--- src/rtl/dmem_arbiter.sv ---
`default_nettype none
// ============================================================================
// Module   : dmem_arbiter
// Purpose  : Two-port round-robin arbiter in front of a single-port data RAM
//            with one-cycle read latency. Port 0 is the CPU data port, port 1
//            the debug/loader master, which may hold a bounded lock for bursts.
//            Byte addresses are converted to word indices, and read data is
//            routed back to the master that issued the read.
// Ports    : clk, rst (synchronous, active-high)
//            m0_* / m1_* : req, we, addr, wdata in; gnt, rvalid, rdata, err out
//            m1_lock     : port 1 asks to keep ownership on consecutive cycles
//            mem_*       : RAM we, addr (word index), wdata out; rdata in
// Revision : 1.0 - initial release
// ============================================================================
module dmem_arbiter #(
  parameter int ADDR_W   = 32,
  parameter int DATA_W   = 32,
  parameter int IDX_W    = 10,
  parameter int MAX_LOCK = 8
) (
  input  logic              clk,
  input  logic              rst,
  input  logic              m0_req,
  input  logic              m0_we,
  input  logic [ADDR_W-1:0] m0_addr,
  input  logic [DATA_W-1:0] m0_wdata,
  output logic              m0_gnt,
  output logic              m0_rvalid,
  output logic [DATA_W-1:0] m0_rdata,
  output logic              m0_err,
  input  logic              m1_req,
  input  logic              m1_we,
  input  logic [ADDR_W-1:0] m1_addr,
  input  logic [DATA_W-1:0] m1_wdata,
  input  logic              m1_lock,
  output logic              m1_gnt,
  output logic              m1_rvalid,
  output logic [DATA_W-1:0] m1_rdata,
  output logic              m1_err,
  output logic              mem_we,
  output logic [IDX_W-1:0]  mem_addr,
  output logic [DATA_W-1:0] mem_wdata,
  input  logic [DATA_W-1:0] mem_rdata
);

  localparam logic [7:0] c_max_lock = 8'(MAX_LOCK);

  // Arbitration state
  logic             r_last;      // port that won the most recent grant
  logic             r_m1_prev;   // port 1 was granted in the previous cycle
  logic [7:0]       r_lock_cnt;  // consecutive locked grants to port 1

  // Held RAM address/data so the bus does not toggle on idle cycles
  logic [IDX_W-1:0]  r_mem_addr;
  logic [DATA_W-1:0] r_mem_wdata;

  // Return tag for the access granted in the previous cycle
  logic r_rd_valid;
  logic r_err_valid;
  logic r_tag_port;
  logic r_tag_mis;

  logic              w_lock;
  logic              w_g0;
  logic              w_g1;
  logic              w_gnt;
  logic [ADDR_W-1:0] w_win_addr;
  logic [DATA_W-1:0] w_win_wdata;
  logic              w_win_we;
  logic              w_aligned;

  // Upper address bits beyond the RAM depth are intentionally ignored.
  logic w_unused_addr;
  assign w_unused_addr = ^{m0_addr[ADDR_W-1:IDX_W+2], m1_addr[ADDR_W-1:IDX_W+2]};

  // Grant decision. The lock only applies to an ongoing port-1 run: port 1
  // must have been granted last cycle and still be asking to lock, and the
  // run must not yet have reached MAX_LOCK grants.
  always_comb begin
    w_g0   = 1'b0;
    w_g1   = 1'b0;
    w_lock = r_m1_prev && m1_req && m1_lock && (r_lock_cnt < c_max_lock);
    if (!rst) begin
      if (m0_req && m1_req) begin
        if (w_lock)      w_g1 = 1'b1;
        else if (r_last) w_g0 = 1'b1;
        else             w_g1 = 1'b1;
      end else begin
        w_g0 = m0_req;
        w_g1 = m1_req;
      end
    end
  end

  assign w_gnt       = w_g0 | w_g1;
  assign w_win_addr  = w_g1 ? m1_addr  : m0_addr;
  assign w_win_wdata = w_g1 ? m1_wdata : m0_wdata;
  assign w_win_we    = w_g1 ? m1_we    : m0_we;
  assign w_aligned   = (w_win_addr[1:0] == 2'b00);

  assign m0_gnt    = w_g0;
  assign m1_gnt    = w_g1;
  // Misaligned writes are granted but never reach the RAM.
  assign mem_we    = w_gnt && w_win_we && w_aligned;
  assign mem_addr  = w_gnt ? w_win_addr[IDX_W+1:2] : r_mem_addr;
  assign mem_wdata = w_gnt ? w_win_wdata           : r_mem_wdata;

  always_ff @(posedge clk) begin
    if (rst) begin
      r_last      <= 1'b1;
      r_m1_prev   <= 1'b0;
      r_lock_cnt  <= 8'd0;
      r_mem_addr  <= '0;
      r_mem_wdata <= '0;
      r_rd_valid  <= 1'b0;
      r_err_valid <= 1'b0;
      r_tag_port  <= 1'b0;
      r_tag_mis   <= 1'b0;
    end else begin
      r_m1_prev <= w_g1;
      if (w_gnt) begin
        r_last      <= w_g1;
        r_mem_addr  <= w_win_addr[IDX_W+1:2];
        r_mem_wdata <= w_win_wdata;
      end
      // Count locked port-1 grants; saturate so an idle port 0 lets the
      // burst continue indefinitely.
      if (w_g1 && m1_lock) begin
        if (r_lock_cnt != c_max_lock) r_lock_cnt <= r_lock_cnt + 8'd1;
      end else begin
        r_lock_cnt <= 8'd0;
      end
      r_rd_valid  <= w_gnt && !w_win_we;
      r_err_valid <= w_gnt && !w_aligned;
      r_tag_port  <= w_g1;
      r_tag_mis   <= !w_aligned;
    end
  end

  // Returned data is steered only to the tagged port; a misaligned read
  // returns zero instead of whatever the RAM happened to produce.
  assign m0_rvalid = r_rd_valid && !r_tag_port;
  assign m1_rvalid = r_rd_valid &&  r_tag_port;
  assign m0_err    = r_err_valid && !r_tag_port;
  assign m1_err    = r_err_valid &&  r_tag_port;
  assign m0_rdata  = (m0_rvalid && !r_tag_mis) ? mem_rdata : '0;
  assign m1_rdata  = (m1_rvalid && !r_tag_mis) ? mem_rdata : '0;

endmodule
`default_nettype wire
--- config.mk ---
export PLATFORM = sky130hd
export DESIGN_NAME = dmem_arbiter
export DESIGN_NICKNAME = d
export VERILOG_FILES = /design/src/rtl/dmem_arbiter.sv
export SDC_FILE = /design/constraint.sdc
export NUM_CORES = 1
export LEC_CHECK = 0
export ABC_AREA = 1
export CAP_MARGIN = 20
export CORE_AREA = 3 3 108 110
export CTS_CLUSTER_DIAMETER = 50
export DETAILED_ROUTE_END_ITERATION = 8
export DIE_AREA = 0 0 111 113
export PLACE_DENSITY = 0.77
export SETUP_SLACK_MARGIN = 0.05
export SYNTH_ARGS = -nofsm -noshare
export SYNTH_HDL_FRONTEND = slang
export SYNTH_SLANG_ARGS = --single-unit
--- constraint.sdc ---
create_clock -name clk -period 4.7 [get_ports clk]
set_input_delay 0.94 -clock clk [delete_from_list [all_inputs] [get_ports clk]]
set_output_delay 0.94 -clock clk [all_outputs]
set_load 0.02 [all_outputs]
==> summary.md <==
| Metric | Value |
|---|---|
| Xor-xnor portion of the synthesized cell area | ~1.0% |
| Core ar. | roughly 0.011 mm² |
| Final core utilization | 55.02% |
| CP endpoint kind | output pin |
| Clk_lat worst skew | 310 ps |
| Run status | finished, final reports clean |
| CTS tree | built |
| Yosys top cell by area | dfxtp_1 |
| Total power draw | ~1.3 mW |
| Slew Limit Fails | 0 |
| Setup Crit Path Kind | in -> out |
| Placer's final routability congestion estimate | roughly 0.89 |
| Setup crit start kind | input port |
| Hold Vio Cnt, Final | 0 |
| Chip Width | between 100 and 150 µm |
| Die area | 0.01254 mm² |
| Top cells by area, synth | dfxtp_1 33%, nor2_1 14%, nand3_1 13% |
| DRC | 0 |
| CTS buffer count | 5 |
| Switching share of power | 30.27% |
| Clk slew on worst S/H paths | approximately 100 ps |
| Yosys top cell area share | around 33% |
| Power Density | about 220 mW/mm² |
| HP Class | reg -> reg |
| Adder-cell share of the synthesized area | less than 1% |
| Post-Route WL | ~12000 µm |
| Synth Area in Compound Gates | under 10% |
| Share of cells above drive strength 1 | ~8.8% |
| IO Count | 280 |
| # setup viols final | 0 |
| Sequential cell area | around 0.0011 mm² |
| CTS Buffer Depth | 2 |
| Finished Cell Area | between 0.005 and 0.006 mm² |
| Post-synthesis net count | roughly 730 |
| Via count | 4048 |
| I/O Buffers | around 240 |
| Worst-margin pin slew | ~1000 ps |
| YS warnings | 0 |
| Simple-gate area share of the yosys netlist | 48.58% |
| Number of core rows | 38 |
| Clock root buffer | clkbuf_8 |
| Layout Skew | slightly above 9 ps |
| Drt first pass iters | 4 |
| Cts hold-fix bufs | 0 |
| Final HPWL DP | between 9000 and 10000 µm |
| Gate Count Post-Synth | 564 |
| Post-synthesis sequential area ratio | between 30% and 40% |
| Total grt overflow | 0 |
| Fin crit period | ~4200 ps |
| Fin crit share | between 80 and 90% |
| Fill count | roughly 1100 |
| Post-cts resize count | 0 |
| Mux share of post-synthesis cell area | 0% |
| Flop pwr share | about 38% |
| Area occupied by multi-input gates | ~0.0017 mm² |
| Cell variety after synth | 22 |
| Clk sink count | 55 |
| Total GRT Usage | a little under a fifth |
| Max rail drop VDD | between 0.1 and 0.15 mV |
| Final ANT Viol Nets | 0 |
| Int Power | 0.9280 mW |
| Syn Area/Cell | 5.941 µm² |
| Vias/cell | around 4.4 |
| Placed cell area | between 0.005 and 0.006 mm² |
| First-pass GRT wire length | ~19000 µm |
| Netlist Area Pre-Place | between 0.003 and 0.004 mm² |
| Worst EP arrival | 3230 ps |
| RSZ-0062 raised after global routing | no |
| Highest clock rate | approximately 240 MHz |
| Clock power share | approximately a quarter |
| Vert. Die Dim | about 110 µm |
| WL/cell | approximately 13 µm |
| Largest family of logic cells by synthesized area | simple AND/OR/NAND/NOR gates |
| Setup bufs post-CTS | 0 |
| CTS H-Tree Depth | 2 |
| Initial core utilization | between 30% and 40% |
| Largest net degree at the start of global routing | ~70 |
| Final nets | about 950 |
| Sw Pwr | between 0.4 and 0.5 mW |
| Area grow syn2layout | 77.22% |
| Post-synthesis register bit count | between 50 and 60 |
| Worst EP required | around 3800 ps |
| Crit-path max FO | 43 |
| Lkg Pwr | around 2.9 nW |
| Number of global-route vias before repair | approximately 3800 |
| Antenna violations before repair | 3 |
| Max-Cap Viols | 0 |
| Rel. slew slack | 30.14% |
| Power share of the combinational group | between 30% and 40% |
| Setup_tns | 0 ps |
| Initial drt markers | 273 |
-- stage by stage --
| stage | hold WS, ps | instances | worst slack, ps |
|---|---|---|---|
| floorplan | 441.9 | 564 | 1649 |
| global placement | 456.0 | 916 | 470.6 |
| detailed placement | 462.9 | 916 | 476.9 |
| CTS | 481.2 | 924 | 465.0 |
| global route | 507.3 | 927 | 262.1 |
| finish | 477.6 | 927 | 529.3 |
-- power groups by stage --
| stage | clock (mW) | sequential [mW] | combinational, mW |
|---|---|---|---|
| CTS | 0.347 | 0.505 | 0.497 |
| floorplan | 0 | 0.513 | 0.246 |
| finish | 0.335 | 0.505 | 0.491 |
| detailed placement | 0 | 0.516 | 0.494 |
| global placement | 0 | 0.514 | 0.492 |
| global route | 0.367 | 0.508 | 0.537 |
-- cell type report --
| type | count | share of cell area (%) |
|---|---|---|
| Timing Repair Buffer | 245 | 41.38 |
| Multi-Input combinational cell | 383 | 29.08 |
| Clock buffer | 6 | 1.391 |
| Clock inverter | 2 | 0.6532 |
| Tap cell | 140 | 2.950 |
| Antenna cell | 3 | 0.1264 |
| Sequential cell | 55 | 18.54 |
| Inverter | 93 | 5.879 |
-- registers in the layout (all words and copies together), names as in the netlist --
register,cells
r_mem_wdata,32
r_tag_mis,1
r_rd_valid,1
r_mem_addr,10
r_lock_cnt,8
r_tag_port,1
r_err_valid,1
r_last,1
-- routing by layer --
layer | wire length (µm) | global-route usage [%]
met2 | 6071 | 34.91
met5 | 0 | 0
met1 | 4780 | 19.97
met3 | 966 | 5.348
met4 | 223 | 6.158
-- cell families after synthesis --
logic type               count (synthesis)
AO/OA/AOI/OAI                            6
AND/OR/NAND/NOR                        371
XOR/XNOR                                 4
adder cells (fa/ha/maj)                  2
flip-flops                              55
buffers and inverters                  126
-- Yosys cell counts --
master and number:
nor2_1 122, nand2_1 110, nand3_1 88, inv_1 86, dfxtp_1 55, or2_2 42
clkbuf_1 15, buf_2 11, inv_2 7, a21oi_1 5, buf_6 5, nand2_2 3
xor2_1 3, ha_1 2, nand4_1 2, nor3_1 2, and3_1 1, buf_1 1
buf_4 1, nor2_2 1, o21ai_2 1, xnor2_1 1
-- layout by cell type (no fill, tap or decap), drive strengths merged, types with 2 or more instances in the layout --
cell type,count
a21oi,5
buf,7
nand2,113
nand4,2
nor3,2
inv,94
diode,3
dfxtp,55
nor2,123
xor2,3
clkdlybuf4s50,238
ha,2
or2,42
clkbuf,6
nand3,88
-- path summary, 6_finish.rpt --
kind / cells after the start / slack [ps] / end / start
max: 11 / 530 / mem_wdata[20] / m1_req
min: 2 / 480 / r_lock_cnt[7] / r_lock_cnt[7]
max reg2reg: 10 / 3070 / r_mem_wdata[12] / r_lock_cnt[6]
min reg2reg: 2 / 480 / r_lock_cnt[7] / r_lock_cnt[7]
-- critical path, cell delays in order --
cell and delay, ps:
clkdlybuf4s50_1 570, nand2_1 80, nor2_1 80, nand2_1 70, nand2_2 70, buf_4 400
nand3_1 130, nand3_1 130, nand2_1 70, inv_1 50, clkdlybuf4s50_1 610
No activity file was read; power rests on OpenSTA's default activity.
